**src/rtl/sdram_p2_arbiter.sv**
```systemverilog
// Round-robin arbiter sharing SDRAM controller port 2 among three clients.
// Turns level requests into a single-cycle mem_req pulse and aborts stalled transfers.
module sdram_p2_arbiter #(
  parameter int unsigned TIMEOUT_CYCLES = 1023
) (
  input  logic        clk,
  input  logic        rst,
  input  logic        c0_req,
  input  logic        c0_wren,
  input  logic [19:0] c0_addr,
  input  logic [63:0] c0_wdata,
  output logic        c0_ack,
  output logic        c0_err,
  input  logic        c1_req,
  input  logic        c1_wren,
  input  logic [19:0] c1_addr,
  input  logic [63:0] c1_wdata,
  output logic        c1_ack,
  output logic        c1_err,
  input  logic        c2_req,
  input  logic        c2_wren,
  input  logic [19:0] c2_addr,
  input  logic [63:0] c2_wdata,
  output logic        c2_ack,
  output logic        c2_err,
  output logic [63:0] c_rdata,
  output logic [12:0] mem_address,
  output logic [6:0]  mem_page,
  output logic [63:0] mem_to_mem,
  output logic        mem_wren,
  output logic        mem_req,
  input  logic [63:0] mem_from_mem,
  input  logic        mem_ready,
  output logic        timeout_flag
);

  // state | meaning
  // IDLE  | pick next requester round-robin, capture its command
  // ISSUE | one-cycle mem_req pulse, arm watchdog
  // WAIT  | wait for mem_ready or watchdog expiry
  // DONE  | ack (and err) to the granted client
  typedef enum logic [1:0] {IDLE, ISSUE, WAIT, DONE} state_t;

  localparam logic [15:0] WD_LOAD = 16'(TIMEOUT_CYCLES);

  state_t      state, state_nxt;
  logic [1:0]  last_grant, grant, pick, p0, p1;
  logic [3:0]  req_vec;
  logic        hit, err_q;
  logic [15:0] wd;
  logic [19:0] sel_addr;
  logic [63:0] sel_wdata;
  logic        sel_wren;

  function automatic logic [1:0] inc3(input logic [1:0] x);
    return (x == 2'd2) ? 2'd0 : x + 2'd1;
  endfunction

  assign req_vec = {1'b0, c2_req, c1_req, c0_req};
  assign p0      = inc3(last_grant);
  assign p1      = inc3(p0);

  // Highest priority is checked last so it overrides the others.
  always_comb begin
    hit  = |req_vec;
    pick = last_grant;
    if (req_vec[last_grant]) pick = last_grant;
    if (req_vec[p1])         pick = p1;
    if (req_vec[p0])         pick = p0;
  end

  always_comb begin
    sel_addr  = c0_addr;
    sel_wdata = c0_wdata;
    sel_wren  = c0_wren;
    case (pick)
      2'd1: begin
        sel_addr  = c1_addr;
        sel_wdata = c1_wdata;
        sel_wren  = c1_wren;
      end
      2'd2: begin
        sel_addr  = c2_addr;
        sel_wdata = c2_wdata;
        sel_wren  = c2_wren;
      end
      default: ;
    endcase
  end

  // The watchdog holds the cycles remaining including the current one,
  // so it expires on the WAIT cycle where it would decrement to zero.
  always_comb begin
    state_nxt = state;
    case (state)
      IDLE:    if (hit) state_nxt = ISSUE;
      ISSUE:   state_nxt = WAIT;
      WAIT:    if (mem_ready || wd == 16'd1) state_nxt = DONE;
      DONE:    state_nxt = IDLE;
      default: state_nxt = IDLE;
    endcase
  end

  always_ff @(posedge clk) begin
    if (rst) begin
      state        <= IDLE;
      last_grant   <= 2'd2;
      grant        <= 2'd0;
      err_q        <= 1'b0;
      wd           <= 16'd0;
      timeout_flag <= 1'b0;
      mem_address  <= 13'd0;
      mem_page     <= 7'd0;
      mem_to_mem   <= 64'd0;
      mem_wren     <= 1'b0;
      c_rdata      <= 64'd0;
    end else begin
      state <= state_nxt;
      case (state)
        IDLE: begin
          if (hit) begin
            grant       <= pick;
            mem_address <= sel_addr[12:0];
            mem_page    <= sel_addr[19:13];
            mem_to_mem  <= sel_wdata;
            mem_wren    <= sel_wren;
          end
        end
        ISSUE: wd <= WD_LOAD;
        WAIT: begin
          wd <= wd - 16'd1;
          if (mem_ready) begin
            err_q <= 1'b0;
            if (!mem_wren) c_rdata <= mem_from_mem;
          end else if (wd == 16'd1) begin
            err_q        <= 1'b1;
            timeout_flag <= 1'b1;
          end
        end
        DONE: last_grant <= grant;
        default: ;
      endcase
    end
  end

  assign mem_req = (state == ISSUE);
  assign c0_ack  = (state == DONE) && (grant == 2'd0);
  assign c1_ack  = (state == DONE) && (grant == 2'd1);
  assign c2_ack  = (state == DONE) && (grant == 2'd2);
  assign c0_err  = c0_ack && err_q;
  assign c1_err  = c1_ack && err_q;
  assign c2_err  = c2_ack && err_q;

endmodule

```
**config.mk**
```make
export PLATFORM = sky130hd
export DESIGN_NAME = sdram_p2_arbiter
export DESIGN_NICKNAME = d
export VERILOG_FILES = /design/src/rtl/sdram_p2_arbiter.sv
export SDC_FILE = /design/constraint.sdc
export NUM_CORES = 1
export LEC_CHECK = 0
export ABC_AREA = 1
export CAP_MARGIN = 10
export CORE_AREA = 4 4 188 190
export DETAILED_ROUTE_END_ITERATION = 7
export DIE_AREA = 0 0 192 194
export GPL_TIMING_DRIVEN = 0
export MAX_ROUTING_LAYER = met4
export PLACE_DENSITY_LB_ADDON = 0.15
export SLEW_MARGIN = 20
export SYNTH_ARGS = -nofsm -noshare
export SYNTH_HDL_FRONTEND = slang
export SYNTH_SLANG_ARGS = --single-unit
```
**constraint.sdc**
```tcl
create_clock -name clk -period 6.1 [get_ports clk]
set_input_delay 0.915 -clock clk [delete_from_list [all_inputs] [get_ports clk]]
set_output_delay 0.915 -clock clk [all_outputs]
set_load 0.1 [all_outputs]
```
==> reports/metrics.csv, run 1 <==
stage,metric,value,unit
setup_path,CP Data Arrival Time,2.74,ns
clock_tree,clk sink count,173,
global_routing,all-layer global routing usage,22.1,%
die,Starting Density,23.9,%
logic_synthesis,Synth Instances,1073,
sta,actual slew at the worst max-slew pin,1.07,ns
logic_synthesis,Post-Syn Area,7980,µm²
logic_synthesis,Syn Area/Cell,7.44,µm²
sta,RSZ-0062 raised after global routing,false,
clock_tree,buffer count from post-CTS setup fixing,0,
setup_path,Worst Setup EP,c0_err,
die,die area,37200,µm²
logic_synthesis,"EDFF count, synth",0,
logic_synthesis,most common cell in the synthesized netlist,a21oi_1,
sta,Worst Clk Skew,0.00861,ns
placement,placed cell area,13400,µm²
clock_tree,cts bufs inserted,17,
die,Boundary Pins,482,
sta,fin crit period,3.66,ns
placement,gpl congestion,0.896,
run,Max-Cap Viols,0,
logic_synthesis,top post-synthesis cells by area,"dfxtp_1 (43%), a21oi_1 (12%), a22o_1 (9.3%), o21ai_0 (8.8%), nor2_1 (7.8%)",
clock_tree,CTS tree,built,
pwr,Seq pwr share,20.8,%
global_routing,first-pass GRT wire length,60500,µm
worst_hold_path,Worst Hold Class,flop to flop,
pwr,combinational group share of total power,65.2,%
setup_path,Critical Path Fanout Max,6,
clock_tree,clock latency on the worst-skew pair,0.44,ns
sta,slew margin rel.,28.4,%
pwr,Leak,5.47,nW
setup_path,Worst R2R End,mem_address[9],
sta,Final Cycle Share,60.0,%
setup_path,crit end category,output port,
finish,# fillers,3425,
finish,area grow syn2layout,75.2,%
clock_tree,clk buf depth,2,
die,FP Rows,67,
setup_path,r2r startpoint,last_grant[1],
pwr,NetSw,0.00488,W
global_routing,vias in the first global route,9771,
pwr,Sw Share,57.5,%
status,status,finished clean,
setup_path,flop2flop setup slack,3.17,ns
clock_tree,CTS Root Cell,clkbuf_16,
routing,via count,9478,
global_routing,initial antenna violation count,4,
setup_path,r2r worst-path depth,12,
logic_synthesis,Seq cells post-synth,173,
setup_path,Critical Path RT,5.18,ns
pwr,clock share of power,14.1,%
logic_synthesis,"Seq/Total Area, Yosys",43.4,%
routing,drt initial violations,418,
finish,Non-Filler Instances,2037,
routing,DR DRC count,0,
logic_synthesis,post-synthesis cell type count,30,
die,DIE HEIGHT,194,µm
finish,Sequential cell area,3460,µm²
routing,DRT Wirelength,41800,µm
global_routing,largest net degree at the start of global routing,17,
placement,# placed instances,2002,
worst_hold_path,worst hold path startpoint,timeout_flag,
pwr,worst vdd ir,0.276,mV
setup_path,crit start category,flop,
placement,placed wire-length estimate,33300,µm
setup_path,class of the most critical setup path,flop to output port,
logic_synthesis,post-synth top area share,43.4,%
logic_synthesis,post-synth top area cell,dfxtp_1,
sta,Fmax achieved,273,MHz
sta,"Hold Vio Cnt, Final",0,
logic_synthesis,"Top FF cell, synth",dfxtp_1,
finish,share of cells above drive strength 1,4.60,%
routing,Antenna Nets Post-Route,0,
routing,routed len/inst,20.5,µm
sta,setup violators final,0,
global_routing,grt total ovfl,0,
finish,Multi-input gate area,3960,µm²
pwr,power density over cell area,607,nW/µm²
clock_tree,number of H-tree levels,4,
finish,final instance area,14000,µm²
clock_tree,Hold Buf Count CTS,0,
routing,Via-to-Cell Ratio,4.65,
finish,# nets final,1907,
routing,total iterations of the first detailed-routing run,4,
sta,Setup TNS,0,ns
die,Die X,192,µm
clock_tree,CTS-repair resized insts,0,
logic_synthesis,synth cell count leaders,"a21oi_1 (184), dfxtp_1 (173), nor2_1 (166)",
logic_synthesis,Synthesis Warnings,0,
clock_tree,"Reg clk slew, reported paths",0.07,ns
logic_synthesis,ys async rst share,0,%
pwr,P_int,0.00361,W
setup_path,Critical Path Start,state[1],
placement,count of input and output buffers,481,
logic_synthesis,Synth Net Count,1407,
die,total core area,33400,µm²
sta,Max Slew Vio Count,0,
-- cell type report --
| cell class | count | share of cell area [%] |
|---|---|---|
| Buffer | 86 | 2.84 |
| Timing Repair Buffer | 481 | 34.4 |
| Antenna cell | 3 | 0.0537 |
| Inverter | 42 | 1.13 |
| Clock buffer | 22 | 3.32 |
| Tap cell | 448 | 4.01 |
| Multi-Input combinational cell | 772 | 28.3 |
| Clock inverter | 10 | 1.16 |
| Sequential cell | 173 | 24.8 |
-- sequential cells by signal, summed over array words and instances, names as in the netlist --
name	count
mem_address	13
c_rdata	64
wd	16
mem_page	7
mem_to_mem	64
grant	2
timeout_flag	1
err_q	1
state	2
mem_wren	1
last_grant	2
-- how the worst min path moves through the flow --
stage / to / cells after the start
4_1_cts: timeout_flag / 2
6_report: timeout_flag / 2
3_5_place_dp: timeout_flag / 2
5_1_grt: timeout_flag / 2
2_1_floorplan: wd[15] / 2
3_3_place_gp: timeout_flag / 2
-- stage by stage --
| stage | util [%] | hold WS [ns] | setup slack, ns | power, W |
|---|---|---|---|---|
| after CTS | 41.8 | 0.452 | 2.36 | 0.00857 |
| after global routing | 41.8 | 0.479 | 2.29 | 0.00893 |
| after global placement | 39.9 | 0.437 | 2.17 | 0.00733 |
| after floorplan | - | 0.453 | 1.75 | 0.00571 |
| final | 41.8 | 0.448 | 2.44 | 0.00849 |
| after detailed placement | 39.9 | 0.442 | 2.19 | 0.00734 |
-- power groups by stage --
| stage | sequential (W) | combinational [W] | clock (W) |
|---|---|---|---|
| final | 0.00176 | 0.00553 | 0.00120 |
| after global routing | 0.00181 | 0.00584 | 0.00127 |
| after CTS | 0.00176 | 0.00558 | 0.00123 |
| after detailed placement | 0.00178 | 0.00556 | 0 |
| after global placement | 0.00177 | 0.00557 | 0 |
| after floorplan | 0.00425 | 0.00146 | 0 |
-- cells in the final DEF, fill, tap and decap left out, types with 9 or more instances in the layout --
master             n
a21oi_1          184
a22o_1            85
buf_2             26
clkbuf_1          53
clkbuf_16         17
clkdlybuf4s50_1  480
dfxtp_1          173
ha_1               9
inv_1             39
nand2_1          126
nand3_1           14
nor2_1           166
o21ai_0          140
o21ai_1           20
-- worst max-delay path, stage by stage (launching register included) --
cell	delay (ns)
dfxtp_1	0.39
ha_1	0.17
inv_1	0.09
nor2_1	0.15
inv_1	0.10
nor3_1	0.20
clkdlybuf4s50_1	1.21
-- metal layers --
metal | vias to the layer above | global-route usage (%) | part of all wire (%)
li1 | 4703 | - | -
met1 | 4370 | 24.8 | 41
met2 | 356 | 37.5 | 49
met3 | 49 | 6.70 | 8.0
met4 | 0 | 6.87 | 2.7
met5 | - | - | 0
-- cell families after synthesis --
group / after synthesis / synth area share (%)
xor+xnor: 3 / 0.329
buf+inv: 128 / 6.96
compound gates: 437 / 31.9
fa+ha+maj: 9 / 1.41
flops: 173 / 43.4
simple gates: 323 / 16.0
Power figures use the tool's default switching activity.
==> run 2, diff against run 1 <==
--- a/config.mk
+++ b/config.mk
@@ -7,9 +7,9 @@
 export LEC_CHECK = 0
 export ABC_AREA = 1
 export CAP_MARGIN = 10
-export CORE_AREA = 4 4 188 190
+export CORE_AREA = 4 4 184 186
 export DETAILED_ROUTE_END_ITERATION = 7
-export DIE_AREA = 0 0 192 194
+export DIE_AREA = 0 0 188 190
 export GPL_TIMING_DRIVEN = 0
 export MAX_ROUTING_LAYER = met4
 export PLACE_DENSITY_LB_ADDON = 0.15
==> constraint.sdc (replaced) <==
create_clock -name clk -period 3.43 [get_ports clk]
set_input_delay 0.5145 -clock clk [delete_from_list [all_inputs] [get_ports clk]]
set_output_delay 0.5145 -clock clk [all_outputs]
set_load 0.1 [all_outputs]
==> reports/metrics.csv, run 2 (synthesis results as in run 1) <==
stage,metric,value,unit
status,status,finished clean,
clock_tree,"Reg clk slew, reported paths",0.06,ns
routing,drt initial violations,425,
die,die area,35700,µm²
die,FP Rows,66,
finish,final instance area,14000,µm²
global_routing,initial antenna violation count,1,
setup_path,class of the most critical setup path,flop to output port,
sta,Fmax achieved,317,MHz
clock_tree,Hold Buf Count CTS,0,
sta,slew margin rel.,23.0,%
placement,count of input and output buffers,481,
die,Die X,188,µm
clock_tree,CTS Root Cell,clkbuf_16,
clock_tree,clock latency on the worst-skew pair,0.44,ns
die,Boundary Pins,482,
clock_tree,buffer count from post-CTS setup fixing,0,
setup_path,crit end category,output port,
clock_tree,CTS-repair resized insts,0,
sta,Final Cycle Share,91.9,%
finish,share of cells above drive strength 1,4.79,%
sta,setup violators final,0,
clock_tree,number of H-tree levels,4,
finish,largest registers,"c_rdata x64, mem_to_mem x64, wd x16",
finish,# fillers,3278,
clock_tree,clk sink count,173,
finish,most frequent cells in the layout,"clkdlybuf4s50_1 (481), a21oi_1 (184), dfxtp_1 (173)",
pwr,Leak,5.48,nW
global_routing,vias in the first global route,9622,
global_routing,grt total ovfl,0,
pwr,worst vdd ir,0.458,mV
die,total core area,32300,µm²
clock_tree,clk buf depth,2,
finish,area grow syn2layout,75.2,%
routing,Antenna Nets Post-Route,0,
placement,placed wire-length estimate,30900,µm
setup_path,Critical Path Start,state[1],
routing,routed len/inst,19.3,µm
sta,Max Slew Vio Count,0,
routing,DRT Wirelength,39200,µm
global_routing,first-pass GRT wire length,58000,µm
sta,"Hold Vio Cnt, Final",0,
setup_path,r2r startpoint,last_grant[1],
setup_path,crit start category,flop,
worst_hold_path,worst hold path startpoint,timeout_flag,
setup_path,r2r worst-path depth,11,
routing,DR DRC count,0,
setup_path,CP Data Arrival Time,2.64,ns
routing,via count,9503,
pwr,Tot Pwr,0.0151,W
sta,RSZ-0062 raised after global routing,false,
routing,Via-to-Cell Ratio,4.68,
worst_hold_path,Worst Hold Class,flop to flop,
setup_path,Critical Path Fanout Max,6,
die,DIE HEIGHT,190,µm
finish,most common library cell in the layout ignoring fill and taps,clkdlybuf4s50_1,
placement,gpl congestion,0.857,
clock_tree,CTS tree,built,
worst_hold_path,Hold Path Stages,2,
routing,total iterations of the first detailed-routing run,4,
finish,# nets final,1907,
run,Max-Cap Viols,0,
setup_path,Critical Path RT,2.92,ns
die,Starting Density,24.7,%
sta,actual slew at the worst max-slew pin,1.15,ns
global_routing,largest net degree at the start of global routing,17,
sta,Worst Clk Skew,0.0132,ns
pwr,power density over cell area,1080,nW/µm²
global_routing,all-layer global routing usage,21.5,%
clock_tree,cts bufs inserted,17,
sta,fin crit period,3.15,ns
placement,placed cell area,13400,µm²
[run 2: layout make-up]
| class | instances | area (µm²) | share of cell area, % |
|---|---|---|---|
| inverter | 42 | 158 | 1.13 |
| tap | 442 | 553 | 3.96 |
| buffer | 86 | 399 | 2.85 |
| clock inverter | 11 | 154 | 1.10 |
| antenna | 2 | 5.00 | 0.0358 |
| timing repair buffer | 481 | 4810 | 34.4 |
| multi-input combinational | 772 | 3970 | 28.4 |
| sequential | 173 | 3460 | 24.8 |
| clock buffer | 20 | 467 | 3.34 |
[run 2: final timing paths]
check / endpoint / slack, ns
worst max register to register: mem_address[12] / 0.56
worst max-delay path: c0_err / 0.28
worst min-delay path: timeout_flag / 0.46
worst min register to register: timeout_flag / 0.46
[run 2: critical path: stages (launching register included)]
cell and delay [ns]:
dfxtp_1 0.40, ha_1 0.17, inv_1 0.09, nor2_1 0.13
inv_1 0.10, nor3_1 0.15, clkdlybuf4s50_1 1.17
[run 2: metal layers]
layer  wire, µm  part of all wire [%]  track usage, %
met1      16900                    43            25.7
met2      19000                    48            35.9
met3       2680                   6.8            6.39
met4        598                   1.5            5.11
met5          0                     0               -
[run 2: report_power, final]
part           total (W)  internal, W  switching [W]
clock            0.00210      0.00121       0.000884
sequential       0.00311      0.00272       0.000396
combinational    0.00986      0.00245        0.00741
total             0.0151      0.00638        0.00869
[run 2: through the flow]
| stage | setup slack [ns] | hold slack, ns | TNS [ns] | util [%] | cells |
|---|---|---|---|---|---|
| floorplan | 0.115 | 0.453 | 0 | - | 1073 |
| global placement | -0.0207 | 0.453 | -0.0594 | 41.4 | 1996 |
| detailed placement | -0.0882 | 0.457 | -0.746 | 41.4 | 1996 |
| CTS | 0.237 | 0.466 | 0 | 43.3 | 2027 |
| global route | 0.0661 | 0.486 | 0 | 43.3 | 2028 |
| finish | 0.279 | 0.460 | 0 | 43.3 | 2029 |
